[config.mk]
export PLATFORM = sky130hd
export DESIGN_NAME = mpc_memctl
export DESIGN_NICKNAME = d
export VERILOG_FILES = /design/src/rtl/mpc_memctl_pkg.sv /design/src/rtl/mpc_memctl_fifo.sv /design/src/rtl/mpc_memctl.sv
export SDC_FILE = /design/constraint.sdc
export NUM_CORES = 1
export LEC_CHECK = 0
export ABC_AREA = 1
export CAP_MARGIN = 30
export CORE_MARGIN = 1.5
export CORE_UTILIZATION = 51
export DETAILED_ROUTE_END_ITERATION = 12
export PLACE_DENSITY = 0.8
export SLEW_MARGIN = 30
export SYNTH_ARGS = -nofsm -noshare
export SYNTH_HDL_FRONTEND = slang
export SYNTH_SLANG_ARGS = --single-unit
[constraint.sdc]
create_clock -name clk -period 3.75 [get_ports clk]
set_input_delay 0.5625 -clock clk [delete_from_list [all_inputs] [get_ports clk]]
set_output_delay 0.5625 -clock clk [all_outputs]
set_load 0.005 [all_outputs]
[src/rtl/mpc_memctl_pkg.sv]
// Shared types and constants for the MPC memory controller.
package mpc_memctl_pkg;

   localparam int CL_WIDTH       = 256;
   localparam int MEM_DATA_WIDTH = 64;
   localparam int NLINE_WIDTH    = 5;
   localparam int QUEUE_DEPTH    = 4;

   localparam int BEATS  = CL_WIDTH / MEM_DATA_WIDTH;
   localparam int BEAT_W = $clog2(BEATS);

   localparam logic [BEAT_W-1:0] LAST_BEAT = BEAT_W'(BEATS - 1);

   localparam logic [2:0] MEM_OP_LOAD = 3'h0;

   typedef enum logic [1:0] {
      IDLE,
      REQ,
      COLLECT,
      REFILL
   } mpc_memctl_state_e;

   // One queued linefill: line id plus already line-aligned address.
   typedef struct packed {
      logic [NLINE_WIDTH-1:0] id;
      logic [31:0]            addr;
   } memctl_req_t;

   // Clear the byte-offset bits so the address points at the start of a line.
   function automatic logic [31:0] line_align(input logic [31:0] addr);
      return addr & ~(32'(CL_WIDTH / 8) - 32'd1);
   endfunction

endpackage

[src/rtl/mpc_memctl_fifo.sv]
// Small synchronous FIFO; full/empty derived from pointers with a wrap bit.
module mpc_memctl_fifo #(
   parameter int WIDTH = 37,
   parameter int DEPTH = 4
) (
   input  logic             clk,
   input  logic             rst_n,
   input  logic             push,
   input  logic [WIDTH-1:0] push_data,
   input  logic             pop,
   output logic [WIDTH-1:0] pop_data,
   output logic             full,
   output logic             empty
);

   localparam int AW = $clog2(DEPTH);

   logic [WIDTH-1:0] mem [DEPTH];
   logic [AW:0]      wr_ptr;
   logic [AW:0]      rd_ptr;
   logic             do_push;
   logic             do_pop;

   assign do_push  = push & ~full;
   assign do_pop   = pop & ~empty;
   assign empty    = (wr_ptr == rd_ptr);
   assign full     = (wr_ptr[AW] != rd_ptr[AW]) && (wr_ptr[AW-1:0] == rd_ptr[AW-1:0]);
   assign pop_data = mem[rd_ptr[AW-1:0]];

   // Pointer update; only the pointers carry reset.
   always_ff @(posedge clk or negedge rst_n) begin
      if (!rst_n) begin
         wr_ptr <= '0;
         rd_ptr <= '0;
      end else begin
         if (do_push) wr_ptr <= wr_ptr + 1'b1;
         if (do_pop)  rd_ptr <= rd_ptr + 1'b1;
      end
   end

   // Entry storage write.
   // NOTE: storage has no reset; an entry is only read after it was written,
   // so clearing it would cost flops for no behavioural gain.
   always_ff @(posedge clk) begin
      if (do_push) mem[wr_ptr[AW-1:0]] <= push_data;
   end

endmodule

[src/rtl/mpc_memctl.sv]
// Linefill memory controller: queues requests, issues one line read at a
// time, assembles the returned beats and hands the line to the refill path.
module mpc_memctl
   import mpc_memctl_pkg::*;
(
   input  logic                      clk,
   input  logic                      rst_n,
   input  logic                      u_memctl_valid,
   output logic                      u_memctl_ready,
   input  logic [2:0]                u_memctl_op,
   input  logic [NLINE_WIDTH-1:0]    u_memctl_id,
   input  logic [31:0]               u_memctl_addr,
   output logic                      d_mem_req_valid,
   input  logic                      d_mem_req_ready,
   output logic [31:0]               d_mem_req_addr,
   input  logic                      d_mem_rsp_valid,
   output logic                      d_mem_rsp_ready,
   input  logic [MEM_DATA_WIDTH-1:0] d_mem_rsp_data,
   input  logic                      d_mem_rsp_last,
   output logic                      d_refill_valid,
   input  logic                      d_refill_ready,
   output logic [NLINE_WIDTH-1:0]    d_refill_id,
   output logic [CL_WIDTH-1:0]       d_refill_data,
   output logic                      err_valid
);

   mpc_memctl_state_e      state_q, state_d;
   memctl_req_t            push_req;
   memctl_req_t            head_req;
   logic                   fifo_full;
   logic                   fifo_empty;
   logic                   fifo_pop;
   logic                   push_hs;
   logic                   load_op;
   logic                   beat_hs;
   logic                   beat_final;
   logic                   beat_err;
   logic [NLINE_WIDTH-1:0] id_q;
   logic [31:0]            addr_q;
   logic [BEAT_W-1:0]      beat_cnt_q;
   logic [CL_WIDTH-1:0]    line_q;
   logic                   err_q;

   assign load_op        = (u_memctl_op == MEM_OP_LOAD);
   assign u_memctl_ready = ~fifo_full;
   assign push_hs        = u_memctl_valid & u_memctl_ready;
   assign push_req       = '{id: u_memctl_id, addr: line_align(u_memctl_addr)};

   mpc_memctl_fifo #(
      .WIDTH ($bits(memctl_req_t)),
      .DEPTH (QUEUE_DEPTH)
   ) u_fifo (
      .clk       (clk),
      .rst_n     (rst_n),
      .push      (push_hs & load_op),
      .push_data (push_req),
      .pop       (fifo_pop),
      .pop_data  (head_req),
      .full      (fifo_full),
      .empty     (fifo_empty)
   );

   // All channel valids/readies come straight from the state register.
   assign d_mem_req_valid = (state_q == REQ);
   assign d_mem_rsp_ready = (state_q == COLLECT);
   assign d_refill_valid  = (state_q == REFILL);
   assign d_mem_req_addr  = addr_q;
   assign d_refill_id     = id_q;
   assign d_refill_data   = line_q;
   assign err_valid       = err_q;

   assign beat_hs    = d_mem_rsp_valid & d_mem_rsp_ready;
   assign beat_final = (beat_cnt_q == LAST_BEAT);
   // A beat ends the line when it is the last slot or carries last; the two
   // must agree, otherwise the transfer was malformed.
   assign beat_err   = beat_hs & (d_mem_rsp_last ^ beat_final);

   // State register.
   // NOTE: sequential state uses non-blocking assignments so every register
   // samples pre-edge values regardless of statement order.
   always_ff @(posedge clk or negedge rst_n) begin
      if (!rst_n) state_q <= IDLE;
      else        state_q <= state_d;
   end

   // Next-state and queue pop decision.
   // NOTE: defaults are assigned first so no path leaves an output unassigned,
   // which would otherwise infer a latch.
   always_comb begin
      state_d  = state_q;
      fifo_pop = 1'b0;
      case (state_q)
         IDLE: begin
            if (!fifo_empty) begin
               fifo_pop = 1'b1;
               state_d  = REQ;
            end
         end
         REQ:     if (d_mem_req_ready) state_d = COLLECT;
         COLLECT: if (beat_hs && (beat_final || d_mem_rsp_last)) state_d = REFILL;
         REFILL:  if (d_refill_ready) state_d = IDLE;
         default: state_d = IDLE;
      endcase
   end

   // Working registers: transaction id/address, beat counter, line buffer, error pulse.
   always_ff @(posedge clk or negedge rst_n) begin
      if (!rst_n) begin
         id_q       <= '0;
         addr_q     <= '0;
         beat_cnt_q <= '0;
         line_q     <= '0;
         err_q      <= 1'b0;
      end else begin
         if (fifo_pop) begin
            id_q       <= head_req.id;
            addr_q     <= head_req.addr;
            beat_cnt_q <= '0;
            line_q     <= '0;
         end else if (beat_hs) begin
            line_q[beat_cnt_q*MEM_DATA_WIDTH +: MEM_DATA_WIDTH] <= d_mem_rsp_data;
            beat_cnt_q <= beat_cnt_q + 1'b1;
         end
         err_q <= (push_hs & ~load_op) | beat_err;
      end
   end

endmodule

==> results of run 1 <==
-- per-layer routing --
metal | global-route usage [%] | vias to the layer above
met4 | 13.3 | 2
met1 | 38.6 | 7997
li1 | - | 7626
met3 | 6.95 | 151
met5 | 0 | -
met2 | 49.0 | 869
-- state kept, by name, summed over array words and instances, names as in the netlist --
signal,count
d_refill_data,256
u_fifo.mem,128
d_mem_req_addr,27
d_refill_id,5
u_fifo.rd_ptr,3
u_fifo.wr_ptr,3
beat_cnt_q,2
state_q,2
err_valid,1
-- cells in the mapped netlist, drive strengths merged (32+ instances only) --
cell    number
o21ai      351
buf         78
nor2        76
nand3      201
or2         36
clkbuf      88
dfrtp      299
nand2      484
edfxtp     128
nor4        64
inv        280
o22ai       32
-- per-stage QoR --
stage,util (%),total power [mW],area (µm²),worst slack [ps],hold WS (ps)
floorplan,-,9.25,19300,769,267
global placement,63.7,11.3,23500,686,463
detailed placement,63.8,11.4,23500,651,465
CTS,67.8,16.0,25000,959,482
global route,67.8,16.8,25000,744,496
finish,67.9,16.0,25000,939,477
-- how the worst min path moves through the flow --
stage                                     to  slack (ps)  depth (start not counted)
final                     d_mem_req_addr[26]         480                          2
after CTS                 d_mem_req_addr[20]         480                          2
after global routing      d_mem_req_addr[20]         500                          2
after floorplan                beat_cnt_q[0]         270                          0
after detailed placement  d_mem_req_addr[12]         460                          2
after global placement    d_mem_req_addr[25]         460                          2
-- cell type report --
cell class | instances | area share [%]
antenna | 3 | 0.0300
tap | 504 | 2.52
timing repair buffer | 437 | 17.7
clock buffer | 69 | 5.26
multi-input combinational | 1275 | 24.3
sequential | 427 | 45.3
inverter | 281 | 4.22
clock inverter | 14 | 0.710
-- kinds of logic (layout without fill, tap and decap cells) --
kind of cell               after synthesis  count (layout)
other                                    1               8
xor gates and xnor gates                 3               3
buffers and inverters                  447             801
DFF                                    427             427
adders and majority gates               16              16
and+or+nand+nor                        867             867
AOI/OAI and AO/OA                      384             384
-- critical path, delay by kind of cell (launching register included) --
kind / cells / cell delay, ps
buffers and inverters: 3 / 710
flip-flops: 1 / 660
AND/OR/NAND/NOR: 4 / 570
adder cells (fa/ha/maj): 1 / 560
AO/OA/AOI/OAI: 1 / 240
-- report_power, final --
| group | switching [mW] | internal, mW | leakage, nW | total (mW) |
|---|---|---|---|---|
| registers | 0.395 | 5.38 | 5.25 | 5.78 |
| clock network | 1.87 | 2.64 | 0.720 | 4.51 |
| logic | 3.65 | 2.02 | 6.19 | 5.67 |
-- placed cells by master, fill, tap and decap left out, types with 3 or more instances in the layout --
cell and count:
sky130_fd_sc_hd__clkinvlp_4 4, sky130_fd_sc_hd__conb_1 5, sky130_fd_sc_hd__clkbuf_8 10, sky130_fd_sc_hd__o21ai_1 19, sky130_fd_sc_hd__dfrtp_1 297, sky130_fd_sc_hd__nand3_1 201
sky130_fd_sc_hd__buf_12 10, sky130_fd_sc_hd__or2_2 36, sky130_fd_sc_hd__clkinv_2 4, sky130_fd_sc_hd__clkbuf_1 14, sky130_fd_sc_hd__bufinv_16 3, sky130_fd_sc_hd__clkdlybuf4s50_1 397
sky130_fd_sc_hd__ha_1 15, sky130_fd_sc_hd__edfxtp_1 128, sky130_fd_sc_hd__buf_4 27, sky130_fd_sc_hd__o21ai_0 332, sky130_fd_sc_hd__clkbuf_16 45, sky130_fd_sc_hd__inv_2 5
sky130_fd_sc_hd__nand2_4 3, sky130_fd_sc_hd__nand4_1 4, sky130_fd_sc_hd__inv_1 275, sky130_fd_sc_hd__nand2_1 481, sky130_fd_sc_hd__o22ai_1 32, sky130_fd_sc_hd__nor4_1 64
sky130_fd_sc_hd__diode_2 3, sky130_fd_sc_hd__nor2_4 7, sky130_fd_sc_hd__nor2_1 68
==> metrics.md, run 1 <==
| Metric | Value |
|---|---|
| Die ar. | 38900 µm² |
| Setup skew after layout | 11.5 ps |
| Critical Path Sink Type | flip-flop |
| Post-synthesis simple-gate area fraction | 19.7% |
| Violation count after the first detailed-routing iteration | 1597 |
| End of the worst register-to-register path | d_refill_data[77] |
| Aggregate routed wire length | 58.9 mm |
| Ys flop type | sky130_fd_sc_hd__dfrtp_1 |
| Min-delay src | d_mem_req_addr[26] |
| Post-synthesis sequential area ratio | 58.9% |
| Area share of xor/xnor cells in the synthesized design | 0.137% |
| Number of warnings reported in the yosys synthesis log | 0 |
| Met1 WL | 22.6 mm |
| Clock tree from TritonCTS | done |
| Number of register bits inferred by synthesis | 427 |
| Slowest cell on crit path | sky130_fd_sc_hd__dfrtp_4 |
| Detail-routed net length per standard cell | 19.6 µm |
| Ratio of cells with drive above 1 in the final layout | 6.55% |
| Worst endpoint required time | 4260 ps |
| Post-cts gate resize count | 0 |
| Result of the run | completed |
| Number of global-route vias before repair | 16267 |
| Path category of the worst min-delay check | flip-flop to flip-flop |
| Startpoint of the worst register-to-register path | beat_cnt_q[0] |
| Portion of netlist area occupied by mux cells | 0% |
| Startpoint of the worst setup timing path | beat_cnt_q[0] |
| Compound-gate portion of the synthesized area | 10.2% |
| Mapped Avg Cell Area | 8.97 µm² |
| Placer congestion estimate | 0.869 |
| Multi-input logic area | 6080 µm² |
| Yosys top cell area share | 38.9% |
| Worst supply voltage drop on vdd | 0.000484 V |
| Crit path capture | d_refill_data[77] |
| Most area-hungry cell type in the Yosys netlist | sky130_fd_sc_hd__dfrtp_1 |
| H-Tree Level Count | 2 |
| Worst-path cell chain | inv_1 -> ha_4 -> nand2_1 -> nor2_2 -> buf_4 -> nand2_1 -> o21ai_0 -> nand2_1 -> inv_1 |
| Die width | 197 µm |
| Maximum fanout along the worst path | 30 |
| Number of buffers inserted to repair setup after CTS | 0 |
| Slack of the worst reg-to-reg path | 940 ps |
| Detailed-route via count | 16645 |
| Crit-path most repeated cell | sky130_fd_sc_hd__nand2_1 |
| Register area | 11300 µm² |
| Tightest Pin Transition | 899 ps |
| Clock slew at reported path FFs | 60 ps |
| Pin count of the biggest net entering global routing | 84 |
| Net total in the final layout | 2594 |
| Number of distinct standard cells referenced by the synthesized netlist | 29 |
| Final worst-path cycle share | 75.0% |
| Detailed route wirelength on metal2 | 28.0 mm |
| Final Hold Violating Endpoints | 0 |
| Vert. Die Dim | 197 µm |
| Post-detail-place hpwl | 37.0 mm |
| Dominant combinational cell family by area after synthesis | simple AND/OR/NAND/NOR gates |
| Number of buffers added on ports | 398 |
| Maximum clock rate | 356 MHz |
| Biggest cell delay along the critical path | 660 ps |
| Worst-Skew Late Latency | 580 ps |
| Sink count of the clock tree | 427 |
| Number of buffers added by the clock tree synthesis step | 45 |
| Post-layout minimum cycle time | 2810 ps |
| Layout filler cell count | 2787 |
| Worst-case headroom to the max-slew limit | 40.0% |
| R2R cell count | 9 |
| Initial standard-cell utilization of the core | 52.2% |
| Instance count of the mapped netlist | 2145 |
| Core Area | 36900 µm² |
| Number of nets with antenna violations after routing | 0 |
| Post-Synth Adder-Cell Area | 1.04% |
| Initial antenna violation count | 4 |
| Filler-free cell count of the finished design | 3010 |
| Fin. max-slew vios | 0 |
| Setup Crit Path Kind | flip-flop to flip-flop |
| TNS Setup | 0 ps |
| Summed instance area of the synthesized netlist | 19200 µm² |
| Data arrival at the endpoint of the critical path | 3320 ps |
| Unrepaired setup endpoints after global routing | no |
| Asr flop ratio synth | 70.0% |
| Pre-antenna DRT Iters | 6 |
| I/O pin total | 409 |
| Placed cells | 2923 |
| Global-route wire length before repair | 91.1 mm |
| CTS Buffer Depth | 3 |
| Hold-fix buffers, CTS | 1 |
| CP startpoint kind | flip-flop |
| Leading cell types by total area after synthesis | sky130_fd_sc_hd__dfrtp_1 39%, sky130_fd_sc_hd__edfxtp_1 20%, sky130_fd_sc_hd__nand2_1 9.4% |
| Leak pwr | 12.2 nW |
| Count of flip-flops with a built-in enable after synthesis | 128 |
| Growth of design area from synthesis to finish | 30.0% |
| Congestion Overflow GR | 0 |
| Length of routed met3 wiring | 5.78 mm |
| DRC violations left | 0 |
| Number of vias per cell | 5.53 |
| Number of cell rows | 70 |
| Library cell used as clock root buffer | sky130_fd_sc_hd__clkbuf_16 |
| Number of maximum-capacitance violations | 0 |
| Power density normalized to cell area | 638 nW/µm² |
| Max layer used | met5 |
| Overall global routing resource usage | 30.1% |
| Final setup fails | 0 |
(Power assumes the default switching activity.)
==> run 2, diff against run 1 <==
- clock period: 3.75 -> 2.6 ns (I/O delays scaled with it)
==> run 2 against run 1 <==
Against the previous run: via count grew 0.79%; sequential cell count is the same; utilization grew 0.60 points; register-to-register slack lost 590 ps; first-iteration DRC count shrank 0.31%; worst hold slack lost 84 ps; final cell count grew 0.33%; clock skew grew 11 ps; non-clock buffer count grew 13; cell area grew 0.88%; critical path depth shrank 6; critical endpoint is now u_memctl_ready; largest cell class unchanged.
==> metrics.md, run 2 (synthesis results as in run 1) <==
| Metric | Value |
|---|---|
| R2R cell count | 9 (unchanged) |
| Power density normalized to cell area | 917 nW/µm² (+44%) |
| Startpoint of the worst setup timing path | u_fifo.wr_ptr[1] |
| Startpoint of the worst register-to-register path | beat_cnt_q[0] |
| Post-detail-place hpwl | 37.8 mm (+2.1%) |
| CTS Buffer Depth | 3 (unchanged) |
| Commonest non-fill, non-tap cell in the layout | sky130_fd_sc_hd__nand2_1 |
| Maximum fanout along the worst path | 6 (-80%) |
| Tightest Pin Transition | 853 ps (-46.6 ps) |
| Worst-Skew Late Latency | 600 ps (+20 ps) |
| Critical Path Sink Type | output port |
| Core Area | 36900 µm² (unchanged) |
| Global-route wire length before repair | 91.6 mm (+0.48%) |
| I/O pin total | 409 (unchanged) |
| Final worst-path cycle share | 95.5% |
| Congestion Overflow GR | 0 (unchanged) |
| Number of maximum-capacitance violations | 0 (unchanged) |
| Initial standard-cell utilization of the core | 52.2% (unchanged) |
| Result of the run | completed |
| H-Tree Level Count | 2 (unchanged) |
| Maximum clock rate | 403 MHz |
| Path category of the worst min-delay check | input pin to async pin |
| Total cell area at the placement stage | 23700 µm² (+0.77%) |
| Number of cell rows | 70 (unchanged) |
| Final setup fails | 0 (unchanged) |
| Setup skew after layout | 22.1 ps (+10.6 ps) |
| Pin count of the biggest net entering global routing | 149 (+77%) |
| Number of flip-flops in the largest register | 256 (unchanged) |
| Die ar. | 38900 µm² (unchanged) |
| Fin. max-slew vios | 0 (unchanged) |
| Number of buffers added by the clock tree synthesis step | 45 (unchanged) |
| Final Hold Violating Endpoints | 0 (unchanged) |
| DRC violations left | 0 (unchanged) |
| Most frequent cells in the layout | 481 x sky130_fd_sc_hd__nand2_1, 397 x sky130_fd_sc_hd__clkdlybuf4s50_1, 332 x sky130_fd_sc_hd__o21ai_0, 297 x sky130_fd_sc_hd__dfrtp_1, 275 x sky130_fd_sc_hd__inv_1 |
| Number of buffers added on ports | 398 (unchanged) |
| Leak pwr | 12.3 nW (+0.84%) |
| Post-layout minimum cycle time | 2480 ps |
| Number of vias per cell | 5.56 (+0.46%) |
| Detailed-route via count | 16777 (+0.79%) |
| Unrepaired setup endpoints after global routing | no |
| Final worst setup slack | 116 ps (-823 ps) |
| Number of global-route vias before repair | 16495 (+1.4%) |
| Worst-case headroom to the max-slew limit | 43.1% (+3.1 points) |
| Setup Crit Path Kind | flip-flop to output port |
| Final cell area excluding filler cells | 25200 µm² (+0.88%) |
| Ratio of cells with drive above 1 in the final layout | 7.12% (+0.57 points) |
| Aggregate routed wire length | 59.2 mm (+0.43%) |
| Pre-CTS worst setup slack | 366 ps (-285 ps) |
| Slack of the worst reg-to-reg path | 350 ps (-590 ps) |
| Growth of design area from synthesis to finish | 31.1% |
| Worst supply voltage drop on vdd | 0.000841 V (+74%) |
| Overall global routing resource usage | 30.3% (+0.15 points) |
| Sink count of the clock tree | 427 (unchanged) |
| Number of nets with antenna violations after routing | 0 (unchanged) |
| Data arrival at the endpoint of the critical path | 2090 ps (-1230 ps) |
| Die width | 197 µm (unchanged) |
| Placer congestion estimate | 0.866 (-0.40%) |
| Worst endpoint required time | 2210 ps (-2050 ps) |
| Net total in the final layout | 2607 (+0.50%) |
| Clock slew at reported path FFs | 60 ps (about the same) |
| Library cell used as clock root buffer | sky130_fd_sc_hd__clkbuf_16 |
| Number of buffers inserted to repair setup after CTS | 0 (unchanged) |
| End of the worst register-to-register path | state_q[1] |
| Vert. Die Dim | 197 µm (unchanged) |
| Detail-routed net length per standard cell | 19.6 µm (+0.10%) |
| Pre-antenna DRT Iters | 6 (unchanged) |
| Initial antenna violation count | 2 (-2) |
| CP startpoint kind | flip-flop |
| Clock tree from TritonCTS | done |
| Violation count after the first detailed-routing iteration | 1592 (-0.31%) |
run 2: worst max-delay path by stage:
stage / end / slack [ps] / cells past startpoint
6_report: u_memctl_ready / 120 / 3
5_1_grt: u_memctl_ready / 50 / 3
4_1_cts: u_memctl_ready / 60 / 5
3_5_place_dp: state_q[1] / 370 / 9
3_3_place_gp: d_refill_data[182] / 370 / 7
2_1_floorplan: u_fifo.mem[0][0] / -300 / 6
run 2: worst max-delay path: stages, from the launching register on:
cell and delay (ps):
sky130_fd_sc_hd__dfrtp_1 440, sky130_fd_sc_hd__xnor2_1 310, sky130_fd_sc_hd__nand3_2 190, sky130_fd_sc_hd__clkdlybuf4s50_1 550
run 2: per-layer routing:
layer	track usage (%)	part of all wire, %
met5	0	0
met4	14.9	4.9
met2	49.2	47
met1	38.8	39
met3	6.04	9.0
run 2: layout make-up:
class                           count  area [µm²]
Antenna cell                        2        5.00
Clock buffer                       65        1310
Clock inverter                     16         220
Fill cell                        2747       11600
Inverter                          281        1060
Multi-Input combinational cell   1275        6090
Sequential cell                   427       11300
Tap cell                          504         631
Timing Repair Buffer              450        4590
run 2: timing repair:
item | in CTS | in global routing
endpoints found under the hold margin | 65 | 0
endpoints found under the setup margin | 0 | 1
hold buffers | 1 | 0
gates resized for setup | 0 | 1
run 2: stage by stage:
step	power (mW)	utilization [%]	std cells	hold WS (ps)	TNS [ps]
after floorplan	13.3	-	2149	94.4	-37920
after global placement	16.3	64.2	2936	417	0
after detailed placement	16.5	64.2	2936	425	0
after CTS	23.2	68.4	3018	391	0
after global routing	24.2	68.4	3019	406	0
final	23.1	68.4	3020	393	0
run 2: power by group:
group          internal, mW  switching, mW
sequential             7.77          0.563
combinational          2.90           5.30
clock                  3.84           2.77
total                  14.5           8.63
==> run 3, diff against run 2 <==
- CORE_UTILIZATION: 51 -> 55
- PLACE_DENSITY: 0.8 -> 0.85
- clock period: 2.6 -> 3.05 ns (I/O delays scaled with it)
==> run 3 against run 2 <==
Against the previous run: via count up 0.69%; worst setup slack better by 120 ps; clock power down 18%; sequential cell count unchanged; non-clock buffer count down 2; sequential power down 14%; largest power group unchanged.
==> metrics.md, run 3 (synthesis results as in run 1) <==
| Metric | Value |
|---|---|
| Result of the run | completed |
| Final worst-path cycle share | 92.2% |
| Commonest non-fill, non-tap cell in the layout | sky130_fd_sc_hd__nand2_1 |
| Crit-path most repeated cell | sky130_fd_sc_hd__nand2_1 |
| Number of buffers added by the clock tree synthesis step | 45 (unchanged) |
| Slack of the worst reg-to-reg path | 470 ps (+120 ps) |
| Maximum fanout along the worst path | 28 (+22) |
| Switching part of the total | 37.1% (-0.25 points) |
| Register share of total power | 36.8% (+0.8 points) |
| Pin count of the biggest net entering global routing | 100 (-33%) |
| Power density normalized to cell area | 777 nW/µm² (-15%) |
| Aggregate routed wire length | 58.7 mm (-0.83%) |
| TNS Setup | 0 ps (unchanged) |
| Fin. max-slew vios | 0 (unchanged) |
| Ratio of cells with drive above 1 in the final layout | 6.92% (-0.20 points) |
| Net switching component of the power | 7.22 mW (-16%) |
| Critical Path Sink Type | output port |
| Part of the power in combinational logic | 35.4% (about the same) |
| Tightest Pin Transition | 889 ps (+36.3 ps) |
| Clock tree from TritonCTS | done |
| Leak pwr | 12.2 nW (-0.16%) |
| Worst-Skew Late Latency | 550 ps (-50 ps) |
| Layout filler cell count | 2405 (-12%) |
| Number of nets with antenna violations after routing | 0 (unchanged) |
| Violation count after the first detailed-routing iteration | 1805 (+13%) |
| Final Hold Violating Endpoints | 0 (unchanged) |
| Overall global routing resource usage | 32.2% (+1.9 points) |
| Detailed-route via count | 16893 (+0.69%) |
| H-Tree Level Count | 2 (unchanged) |
| Final setup fails | 0 (unchanged) |
| Number of buffers inserted to repair setup after CTS | 0 (unchanged) |
| Number of global-route vias before repair | 16507 (+0.073%) |
| Growth of design area from synthesis to finish | 30.3% |
| Sink count of the clock tree | 427 (unchanged) |
| Unrepaired setup endpoints after global routing | no |
| Placer congestion estimate | 0.855 (-1.2%) |
| Number of vias per cell | 5.69 (+2.4%) |
| Setup Crit Path Kind | flip-flop to output port |
| Number of buffers added on ports | 398 (unchanged) |
| Path category of the worst min-delay check | input pin to async pin |
| Buffers plus inverters on the worst setup path | 2 (+1) |
| Global-route wire length before repair | 91.0 mm (-0.60%) |
| Maximum clock rate | 356 MHz |
| Library cell used as clock root buffer | sky130_fd_sc_hd__clkbuf_16 |
| Die width | 190 µm (-3.7%) |
| Congestion Overflow GR | 0 (unchanged) |
| DRC violations left | 0 (unchanged) |
| CTS Buffer Depth | 3 (unchanged) |
| Data arrival at the endpoint of the critical path | 2350 ps (+260 ps) |
| Internal power | 12.3 mW (-15%) |
| Post-layout minimum cycle time | 2810 ps |
| Worst-path cell chain | inv_1 -> nand2_1 -> nand2_1 -> nand3_1 -> clkdlybuf4s50_1 |
| Setup skew after layout | 22.8 ps (+0.664 ps) |
| Net total in the final layout | 2605 (-0.077%) |
| Number of cell rows | 68 (-2.9%) |
| Gate family responsible for the most delay along the worst path | buffers and inverters |
| Most frequent cells in the layout | 481 x sky130_fd_sc_hd__nand2_1, 397 x sky130_fd_sc_hd__clkdlybuf4s50_1, 332 x sky130_fd_sc_hd__o21ai_0, 297 x sky130_fd_sc_hd__dfrtp_1, 276 x sky130_fd_sc_hd__inv_1 |
| Slowest cell on crit path | sky130_fd_sc_hd__dfrtp_2 |
| Clock slew at reported path FFs | 60 ps (about the same) |
| Initial antenna violation count | 4 (+2) |
| Post-detail-place hpwl | 37.7 mm (-0.45%) |
| Clock network fraction of total power | 27.8% (-0.7 points) |
| Number of flip-flops in the largest register | 256 (unchanged) |
| Worst-case headroom to the max-slew limit | 40.7% (-2.4 points) |
| I/O pin total | 409 (unchanged) |
| Initial standard-cell utilization of the core | 55.8% (+3.7 points) |
| Final cell area excluding filler cells | 25100 µm² (-0.66%) |
| R2R cell count | 7 (-2) |
| CP startpoint kind | flip-flop |
| Detail-routed net length per standard cell | 19.8 µm (+0.84%) |
| Biggest cell delay along the critical path | 690 ps (+140 ps) |
| Total cell area at the placement stage | 23600 µm² (-0.42%) |
| End of the worst register-to-register path | d_refill_data[27] |
| Number of maximum-capacitance violations | 0 (unchanged) |
| Startpoint of the worst register-to-register path | beat_cnt_q[0] |
| Core Area | 34500 µm² (-6.5%) |
| Die ar. | 36100 µm² (-7.2%) |
| Pre-antenna DRT Iters | 6 (unchanged) |
| Vert. Die Dim | 190 µm (-3.7%) |
| Worst endpoint required time | 2590 ps (+380 ps) |
| Worst supply voltage drop on vdd | 0.000636 V (-24%) |
## run 3: cell types whose count changed in the layout (fill, tap and decap cells not counted), sizes merged
cell / previous run / this run
clkinv: 8 / 12
clkinvlp: 5 / 2
buf: 52 / 50
clkbuf: 65 / 63
inv: 281 / 283
## run 3: worst register-to-register path: stages (launching register included)
cell                      delay [ps]
sky130_fd_sc_hd__dfrtp_4         670
sky130_fd_sc_hd__inv_1           220
sky130_fd_sc_hd__ha_2            240
sky130_fd_sc_hd__inv_2           430
sky130_fd_sc_hd__buf_4           570
sky130_fd_sc_hd__nor4_1          150
sky130_fd_sc_hd__nand3_1         140
sky130_fd_sc_hd__nand2_1          60
## run 3: stage by stage
stage / utilization [%] / instances / power (mW) / setup slack, ps / hold slack [ps]
after floorplan: - / 2149 / 11.4 / 154 / 162
after global placement: 68.5 / 2885 / 13.8 / 546 / 463
after detailed placement: 68.5 / 2885 / 14.0 / 494 / 465
after CTS: 72.7 / 2968 / 19.5 / 261 / 481
after global routing: 72.8 / 2969 / 20.4 / 147 / 504
final: 72.8 / 2970 / 19.5 / 238 / 479
## run 3: worst max path at each step
stage	depth (start not counted)	slack, ps	to	startpoint
finish	5	240	u_memctl_ready	u_fifo.rd_ptr[0]
global route	5	150	u_memctl_ready	u_fifo.rd_ptr[0]
CTS	5	260	u_memctl_ready	u_fifo.rd_ptr[0]
detailed placement	8	490	d_refill_data[143]	d_mem_rsp_valid
global placement	8	550	d_refill_data[190]	d_mem_rsp_valid
floorplan	6	150	u_fifo.mem[0][0]	u_fifo.rd_ptr[0]
## run 3: layout make-up
type / count / area (µm²) / area share (%)
antenna: 2 / 5.00 / 0.0200
clock buffer: 63 / 1260 / 5.04
clock inverter: 19 / 205 / 0.818
inverter: 281 / 1050 / 4.21
multi-input combinational: 1275 / 6060 / 24.2
sequential: 427 / 11300 / 45.2
tap: 455 / 569 / 2.27
timing repair buffer: 448 / 4580 / 18.3
## run 3: power groups by stage
stage               Sequential [mW]  Clock (mW)  Combinational, mW
global route                   7.24        5.72               7.47
finish                         7.17        5.42               6.90
detailed placement             7.24           0               6.77
CTS                            7.16        5.48               6.84
floorplan                      7.13           0               4.24
global placement               7.21           0               6.59
## run 3: layer usage
layer  vias up  global-route usage (%)  wire, µm
met5         -                       0        22
met4         4                    15.4      2980
met3       184                    8.02      6550
met2      1028                    53.5     28500
met1      8024                    39.4     20700
li1       7653                       -         -
## run 3: repair_timing
item / 4_1_cts / 5_1_grt
gates resized for setup: 0 / 0
hold buffers: 1 / 0
hold endpoints to repair: 31 / 0
